==> config.mk <==
export PLATFORM = sky130hd
export DESIGN_NAME = farm_request_gen
export DESIGN_NICKNAME = d
export VERILOG_FILES = /design/src/rtl/tlc_pkg.sv /design/src/rtl/tlc_sensor_debounce.sv /design/src/rtl/farm_request_gen.sv
export SDC_FILE = /design/constraint.sdc
export NUM_CORES = 1
export LEC_CHECK = 0
export BUFFER_PORTS_ARGS = -buffer_cell sky130_fd_sc_hd__buf_2
export CAP_MARGIN = 20
export CORE_MARGIN = 3
export CORE_UTILIZATION = 41
export DETAILED_ROUTE_END_ITERATION = 12
export SLEW_MARGIN = 20
export SYNTH_ARGS = -nofsm -noshare
export SYNTH_HDL_FRONTEND = slang
export SYNTH_HIERARCHICAL = 1
export SYNTH_SLANG_ARGS = --single-unit
==> constraint.sdc <==
create_clock -name clk -period 4 [get_ports clk]
set_input_delay 0.8 -clock clk [delete_from_list [all_inputs] [get_ports clk]]
set_output_delay 0.8 -clock clk [all_outputs]
set_load 0.02 [all_outputs]
==> src/rtl/tlc_pkg.sv <==
// rtl/tlc_pkg.sv - shared light codes and request FSM states for the highway/farm controller pair
package tlc_pkg;

  localparam logic [2:0] LIGHT_RED = 3'b100;
  localparam logic [2:0] LIGHT_YEL = 3'b010;
  localparam logic [2:0] LIGHT_GRN = 3'b001;

  typedef enum logic [1:0] {
    IDLE    = 2'd0,
    REQUEST = 2'd1,
    SERVING = 2'd2
  } req_state_e;

  // True only for the three one-hot codes the controller may drive.
  function automatic logic light_legal(input logic [2:0] code);
    return (code == LIGHT_RED) || (code == LIGHT_YEL) || (code == LIGHT_GRN);
  endfunction

endpackage

==> src/rtl/tlc_sensor_debounce.sv <==
// rtl/tlc_sensor_debounce.sv - loop detector synchronizer, debouncer and arrival pulse
module tlc_sensor_debounce #(
  parameter int DEBOUNCE_CYCLES = 4
) (
  input  logic clk,
  input  logic rst,
  input  logic raw_i,
  output logic arrival_o
);

  localparam int CW = $clog2(DEBOUNCE_CYCLES + 1);

  logic          sync1_q, sync2_q;
  logic          level_q, level_d;
  logic          arrival_q, arrival_d;
  logic [CW-1:0] cnt_q, cnt_d;

  // Count consecutive disagreeing samples; flip the level on the last one and flag a rising flip.
  always_comb begin
    cnt_d     = cnt_q;
    level_d   = level_q;
    arrival_d = 1'b0;
    if (sync2_q == level_q) begin
      cnt_d = '0;
    end else if (cnt_q == CW'(DEBOUNCE_CYCLES - 1)) begin
      cnt_d     = '0;
      level_d   = sync2_q;
      arrival_d = sync2_q;
    end else begin
      cnt_d = cnt_q + 1'b1;
    end
  end

  // Two-flop synchronizer plus debounce state; the arrival pulse is registered.
  always_ff @(posedge clk or posedge rst) begin
    if (rst) begin
      sync1_q   <= 1'b0;
      sync2_q   <= 1'b0;
      level_q   <= 1'b0;
      arrival_q <= 1'b0;
      cnt_q     <= '0;
    end else begin
      sync1_q   <= raw_i;
      sync2_q   <= sync1_q;
      level_q   <= level_d;
      arrival_q <= arrival_d;
      cnt_q     <= cnt_d;
    end
  end

  assign arrival_o = arrival_q;

endmodule

==> src/rtl/farm_request_gen.sv <==
// rtl/farm_request_gen.sv - farm-road car queue, request FSM and light protocol checker
module farm_request_gen
  import tlc_pkg::*;
#(
  parameter int DEBOUNCE_CYCLES = 4,
  parameter int CNT_W           = 4,
  parameter int SERVE_CYCLES    = 3,
  parameter int MAX_WAIT        = 15
) (
  input  logic             clk,
  input  logic             rst,
  input  logic             loop_raw,
  input  logic [2:0]       light_highway,
  input  logic [2:0]       light_farm,
  output logic             req,
  output logic [CNT_W-1:0] queue_cnt,
  output logic             sat,
  output logic             starved,
  output logic             proto_err
);

  localparam logic [CNT_W-1:0] CNT_MAX = '1;
  localparam int TW = $clog2(SERVE_CYCLES + 1);
  localparam int WW = $clog2(MAX_WAIT + 1);

  logic             arrival, departure, farm_green;
  logic [TW-1:0]    tmr_q, tmr_d;
  logic [CNT_W-1:0] cnt_q, cnt_d;
  logic             sat_q, sat_d;
  logic [WW-1:0]    wait_q, wait_d;
  logic             perr_q, perr_d;
  req_state_e       state_q, state_d;

  tlc_sensor_debounce #(
    .DEBOUNCE_CYCLES(DEBOUNCE_CYCLES)
  ) u_debounce (
    .clk       (clk),
    .rst       (rst),
    .raw_i     (loop_raw),
    .arrival_o (arrival)
  );

  assign farm_green = (light_farm == LIGHT_GRN);
  assign departure  = farm_green && (cnt_q != '0) && (tmr_q == TW'(SERVE_CYCLES - 1));

  // Service timer: one departure every SERVE_CYCLES green cycles while cars are waiting.
  always_comb begin
    tmr_d = tmr_q;
    if (!farm_green) begin
      tmr_d = '0;
    end else if (cnt_q != '0) begin
      tmr_d = departure ? '0 : tmr_q + 1'b1;
    end
  end

  // Queue count with saturation; sat is sticky until the queue drains.
  always_comb begin
    cnt_d = cnt_q;
    sat_d = sat_q;
    if (arrival && !departure) begin
      if (cnt_q == CNT_MAX) begin
        sat_d = 1'b1;
      end else begin
        cnt_d = cnt_q + 1'b1;
      end
    end else if (departure && !arrival) begin
      cnt_d = cnt_q - 1'b1;
    end
    if (cnt_d == '0) begin
      sat_d = 1'b0;
    end
  end

  // Request FSM: raise C while cars wait, drop it for the farm green, track how long we wait.
  always_comb begin
    state_d = state_q;
    wait_d  = wait_q;
    case (state_q)
      IDLE: begin
        wait_d = '0;
        if (cnt_d != '0) begin
          state_d = REQUEST;
        end
      end
      REQUEST: begin
        if (farm_green) begin
          state_d = SERVING;
          wait_d  = '0;
        end else if (wait_q != WW'(MAX_WAIT)) begin
          wait_d = wait_q + 1'b1;
        end
      end
      SERVING: begin
        wait_d = '0;
        if (!farm_green) begin
          state_d = (cnt_d != '0) ? REQUEST : IDLE;
        end
      end
      default: begin
        state_d = IDLE;
        wait_d  = '0;
      end
    endcase
  end

  // Sticky protocol error on an illegal code or on both roads showing non-red.
  always_comb begin
    perr_d = perr_q;
    if (!light_legal(light_highway) || !light_legal(light_farm) ||
        ((light_highway != LIGHT_RED) && (light_farm != LIGHT_RED))) begin
      perr_d = 1'b1;
    end
  end

  // State registers; reset discards the queue immediately.
  always_ff @(posedge clk or posedge rst) begin
    if (rst) begin
      tmr_q   <= '0;
      cnt_q   <= '0;
      sat_q   <= 1'b0;
      wait_q  <= '0;
      perr_q  <= 1'b0;
      state_q <= IDLE;
    end else begin
      tmr_q   <= tmr_d;
      cnt_q   <= cnt_d;
      sat_q   <= sat_d;
      wait_q  <= wait_d;
      perr_q  <= perr_d;
      state_q <= state_d;
    end
  end

  assign req       = (state_q == REQUEST);
  assign starved   = (state_q == REQUEST) && (wait_q == WW'(MAX_WAIT));
  assign queue_cnt = cnt_q;
  assign sat       = sat_q;
  assign proto_err = perr_q;

endmodule

Yosys cells after proc, flatten, opt, wreduce, memory -nomap -nowiden
Cells that the tools add are included.
{"block": "totals", "register_bits": 21, "word_cells": 84, "input_bits": 9}
{"block": "op_classes", "eq_ne": 21, "reduce_logical": 25, "add_sub_neg": 5, "mux": 21, "n_bitwise": 1}
{"cell": "$mux W4", "n": 6}
{"cell": "$mux W2", "n": 6}
{"cell": "$eq A3 B2 Y1 const B", "n": 3}
{"cell": "$add A4 B1 Y4 const B", "n": 2}
{"cell": "$eq A4 B4 Y1 const B", "n": 2}
{"cell": "$reduce_bool A4 Y1", "n": 2}
{"cell": "$eq A3 B1 Y1 const B", "n": 2}
{"cell": "$eq A3 B3 Y1 const B", "n": 2}
{"cell": "$logic_and A1 B1 Y1", "n": 6}
{"cell": "$logic_or A1 B1 Y1", "n": 6}
{"cell": "$mux W1", "n": 6}
{"cell": "$mux W3", "n": 2}
{"cell": "$ne A3 B3 Y1 const B", "n": 2}
{"cell": "$pmux W2 S3", "n": 1}
{"cell": "$eq A2 B2 Y1 const B", "n": 2}
{"cell": "$logic_not A1 Y1", "n": 4}
{"cell": "$logic_not A4 Y1", "n": 1}
{"cell": "$ne A2 B1 Y1 const B", "n": 2}
{"cell": "$ne A2 B2 Y1 const B", "n": 2}
{"cell": "$ne A4 B4 Y1 const B", "n": 1}
{"cell": "$reduce_and A2 Y1", "n": 2}
{"cell": "$reduce_bool A2 Y1", "n": 2}
{"cell": "$sub A4 B1 Y4 const B", "n": 1}
{"cell": "$add A3 B1 Y3 const B", "n": 1}
{"cell": "7 further kinds", "n": 7}

Depth between registers and ports, before layout
{"block": "depth", "ltp_word": 10, "depth_mapped": 8, "depth_no_buf": 7}

Hierarchy
Netlist, hierarchy kept.
{"module": "farm_request_gen", "instances": 1, "cells_each": 106, "area_per_inst_um2": 958.4}
{"module": "tlc_sensor_debounce", "instances": 1, "cells_each": 16, "area_per_inst_um2": 260.2}

Worst setup path after synthesis
No wires, ideal clock.
{"block": "synth_timing", "path_type": "input -> register", "startpoint": "input light_farm[1]", "endpoint": "register cnt_q[1] (netlist: queue_cnt[1])", "t_arrival_ns": 2.162, "setup_slack_ns": 1.720, "t_required_ns": 3.882, "cell_stages": 7, "cell_sequence": "or3b_1 -> buf_6 -> or3_1 -> buf_2 -> a21oi_1 -> nor2_1 -> a21o_1"}
{"block": "synth_via", "elab_chain_len": 6, "word_cells_on_any_way": 8}
{"element": "from (decl)", "line_no": "farm_request_gen.sv:14", "source": "input logic [2:0] light_farm,"}
{"element": "$eq A3 B1 Y1 *", "line_no": "farm_request_gen.sv:43", "source": "assign farm_green = (light_farm == LIGHT_GRN);"}
{"element": "$logic_and A1 B1 Y1 * (2 in a row)", "line_no": "farm_request_gen.sv:44", "source": "assign departure = farm_green && (cnt_q != '0) && (tmr_q == TW'(SERVE_CYCLES - 1));"}
{"element": "$logic_and A1 B1 Y1 or $logic_not A1 Y1 (tied branches)", "line_no": "farm_request_gen.sv:66, farm_request_gen.sv:60"}
{"element": "$mux W4 or $logic_and A1 B1 Y1 (tied branches)", "line_no": "farm_request_gen.sv:66, farm_request_gen.sv:60"}
{"element": "$mux W4 *", "line_no": "farm_request_gen.sv:60", "source": "if (arrival && !departure) begin"}
{"element": "via cnt_d[1]", "line_no": "farm_request_gen.sv:28", "source": "logic [CNT_W-1:0] cnt_q, cnt_d;"}
{"element": "to (signal assigned)", "line_no": "farm_request_gen.sv:126", "source": "cnt_q <= cnt_d;"}
{"element": "to (decl)", "line_no": "farm_request_gen.sv:28"}
The timed path passes the listed nets; every way through them passes the cells marked *.
A chain may end at the register's enable or synchronous reset.

Worst setup path in the final report
{"block": "layout_timing", "startpoint": "register wait_q[0]", "endpoint": "output starved"}
{"block": "layout_via", "elab_chain_len": 2}
{"element": "from (decl)", "line_no": "farm_request_gen.sv:30", "source": "logic [WW-1:0] wait_q, wait_d;"}
{"element": "from (signal assigned)", "line_no": "farm_request_gen.sv:128", "source": "wait_q <= wait_d;"}
{"element": "$eq A4 B4 Y1", "line_no": "farm_request_gen.sv:135", "source": "assign starved = (state_q == REQUEST) && (wait_q == WW'(MAX_WAIT));"}
{"element": "$logic_and A1 B1 Y1", "line_no": "farm_request_gen.sv:135"}
{"element": "to (decl)", "line_no": "farm_request_gen.sv:18", "source": "output logic starved,"}
Every way passes these cells.

==> impl_metrics.json <==
{
  "outcome": "finished, final reports clean",
  "cap_violations": 0,
  "drc": 0,
  "synth_cell_types": 44,
  "totalNegativeSetupSlack_ns": 0,
  "clock_sinks": 21,
  "grt_max_degree": 17,
  "synthToLayoutAreaGrowth_pct": 9.959,
  "max-slew-margin-rel_pct": 61.01,
  "yosys-top-cells-area": "dfrtp_1 (43%), xnor2_1 (4.3%), ha_1 (4.1%)",
  "wl_per_cell_um": 14.05,
  "worstPathRequired_ns": 3.20,
  "rsz0062_at_grt": "no",
  "clock.fmax_mhz": 424.3,
  "ys_seq_area_share_pct": 43.12,
  "coreArea_um2": 2805,
  "fin_worst_skew_ns": 0.01267,
  "numCtsBuffers": 3,
  "initial_core_util_pct": 43.44,
  "hold_viol_final": 0,
  "critical_path.endpoint_type": "output port",
  "worstPathArrival_ns": 1.56,
  "cp_num_buf_inv": 1,
  "synth_edf_count": 0,
  "routed_via_density": 5.619,
  "tightest_slew_ns": 0.5842,
  "io_buffers": 16,
  "yosys.area.top_type_share_pct": 43.12,
  "gp_congestion": 0.8023,
  "syn-num-nets": 135,
  "slowest_stage": "dfrtp_1",
  "fin_crit_sh_pct": 58.92,
  "dieArea_um2": 3663,
  "antennaDiodeCount": 0,
  "grt_usage_pct": 14.78,
  "antenna_found_initial": 0,
  "reg2reg_slack_ns": 1.65,
  "path_cells": "ha_1 > nand3_1 > nor3b_1 > buf_2",
  "grt.overflow.total": 0,
  "routed_wl_mm": 2.361,
  "startpoint_type": "register",
  "final_cell_mix": "dfrtp_1 (21), buf_2 (16), nor2_1 (10)",
  "pre_cts_slack_ns": 1.387,
  "clockBufferDepth": 2,
  "slowest_delay_ns": 0.44,
  "p_leak_uw": 0.0005936,
  "syn_avg_cell_area_um2": 9.989,
  "cts_htree_levels": 1,
  "post_cts_resized": 0,
  "cts_tree": "yes",
  "die_h_um": 60.52,
  "row_count": 19,
  "netlist_instances": 122,
  "synth_top_area_cell": "dfrtp_1",
  "drt_iter0_markers": 46,
  "holdCritPathClass": "reg -> reg",
  "drtAntennaViolNets": 0,
  "final_max_slew_viol_count": 0,
  "io_pins": 17,
  "drt-pass1-iter-count": 4,
  "fin_crit_ns": 2.357,
  "clk_pin_slew_ns": 0.12,
  "postCtsSetupRepairBufs": 0,
  "dr_total_vias": 944,
  "yosysWarnings": 6,
  "critPathTopFamily": "flip-flops",
  "synthFlopType": "dfrtp_1",
  "setup_viol": 0,
  "root_buffer": "clkbuf_4",
  "ir_worst_vdd_v": 0.0003250,
  "path_class": "reg -> out",
  "synthArstFlopShare_pct": 100.0,
  "setup_slack_ns": 1.643,
  "grt_pass1_wl_mm": 4.091,
  "die_x_um": 60.52,
  "clk_latency_ns": 0.32,
  "ctsHoldBuffers": 0,
  "syn-cell-area_um2": 1219,
  "power.density_nw_per_um2": 517.2,
  "grt_pass1_vias": 947,
  "dp_hpwl_mm": 1.788,
  "layout_commonest_cell": "dfrtp_1",
  "cp_max_fo": 4,
  "nNetsFinal": 151,
  "drive_gt1_share_pct": 20.44,
  "ys_seq_elements": 21
}
==> final timing paths <==
| kind | start | to | cells after the start |
|---|---|---|---|
| worst max register to register | queue_cnt[1]$_DFF_PP0_ | sat$_DFFE_PP0P_ | 7 |
| min in group asynchronous | rst | u_debounce/sync2_q$_DFF_PP0_ | 2 |
| worst min register to register | u_debounce/sync1_q$_DFF_PP0_ | u_debounce/sync2_q$_DFF_PP0_ | 0 |
| worst min-delay path | u_debounce/sync1_q$_DFF_PP0_ | u_debounce/sync2_q$_DFF_PP0_ | 0 |
| max in group asynchronous | rst | wait_q[1]$_DFFE_PP0P_ | 2 |
| worst max-delay path | wait_q[0]$_DFFE_PP0P_ | starved | 4 |
==> synth_stat cells, types with 2 or more instances <==
library cell,instances
dfrtp_1,21
nor2_1,10
nor3_1,7
nand3_1,6
xnor2_1,6
inv_1,5
nand2_1,5
nor3b_1,5
a21oi_1,4
ha_1,4
clkbuf_1,3
mux2i_1,3
nor2b_1,3
o21ai_0,3
a21o_1,2
a31oi_1,2
and2_1,2
nand2b_1,2
nor3b_2,2
nor4b_1,2
o21ai_1,2
==> stage by stage <==
stage	area (µm²)	cells	power, µW	hold WS (ns)	util (%)
global route	1340	168	754.8	0.3811	47.77
detailed placement	1310	164	589.4	0.3457	46.70
floorplan	1219	122	520.7	0.3312	-
finish	1340	168	693.1	0.3683	47.77
CTS	1340	168	702.1	0.3755	47.77
global placement	1310	164	580.2	0.3359	46.70
==> metal layers <==
metal / track usage, % / wire [µm]
met5: 0 / 0
met4: 4.025 / 28
met3: 4.468 / 78
met2: 26.70 / 1276
met1: 16.95 / 978
==> cells by family after synthesis <==
group | Yosys count | share of synthesized area, %
and+or+nand+nor | 54 | 27.00
AOI/OAI and AO/OA | 22 | 13.55
DFF | 21 | 43.12
buffers and inverters | 10 | 3.798
xor gates and xnor gates | 7 | 5.031
muxes | 4 | 3.388
adders and majority gates | 4 | 4.107
==> registers in the layout (all words and copies together), names as in the netlist <==
register              flops
queue_cnt                 4
wait_q                    4
u_debounce/cnt_q          3
state_q                   2
tmr_q                     2
proto_err                 1
sat                       1
u_debounce/arrival_o      1
u_debounce/level_q        1
u_debounce/sync1_q        1
u_debounce/sync2_q        1
==> power by group <==
part / internal [µW] / switching (µW) / leakage (µW)
clock network: 38.2 / 73.3 / 0.0000139
registers: 261 / 63.0 / 0.000262
logic: 123 / 135 / 0.000317
==> area by class of cell <==
cell class | count | area (µm²)
timing repair buffer | 16 | 80.08
multi-input combinational | 91 | 646.9
clock inverter | 1 | 7.507
tap | 31 | 38.79
inverter | 5 | 18.77
fill | 276 | 1465
clock buffer | 3 | 22.52
sequential | 21 | 525.5
Note: power is estimated with default switching activity, not from simulation.
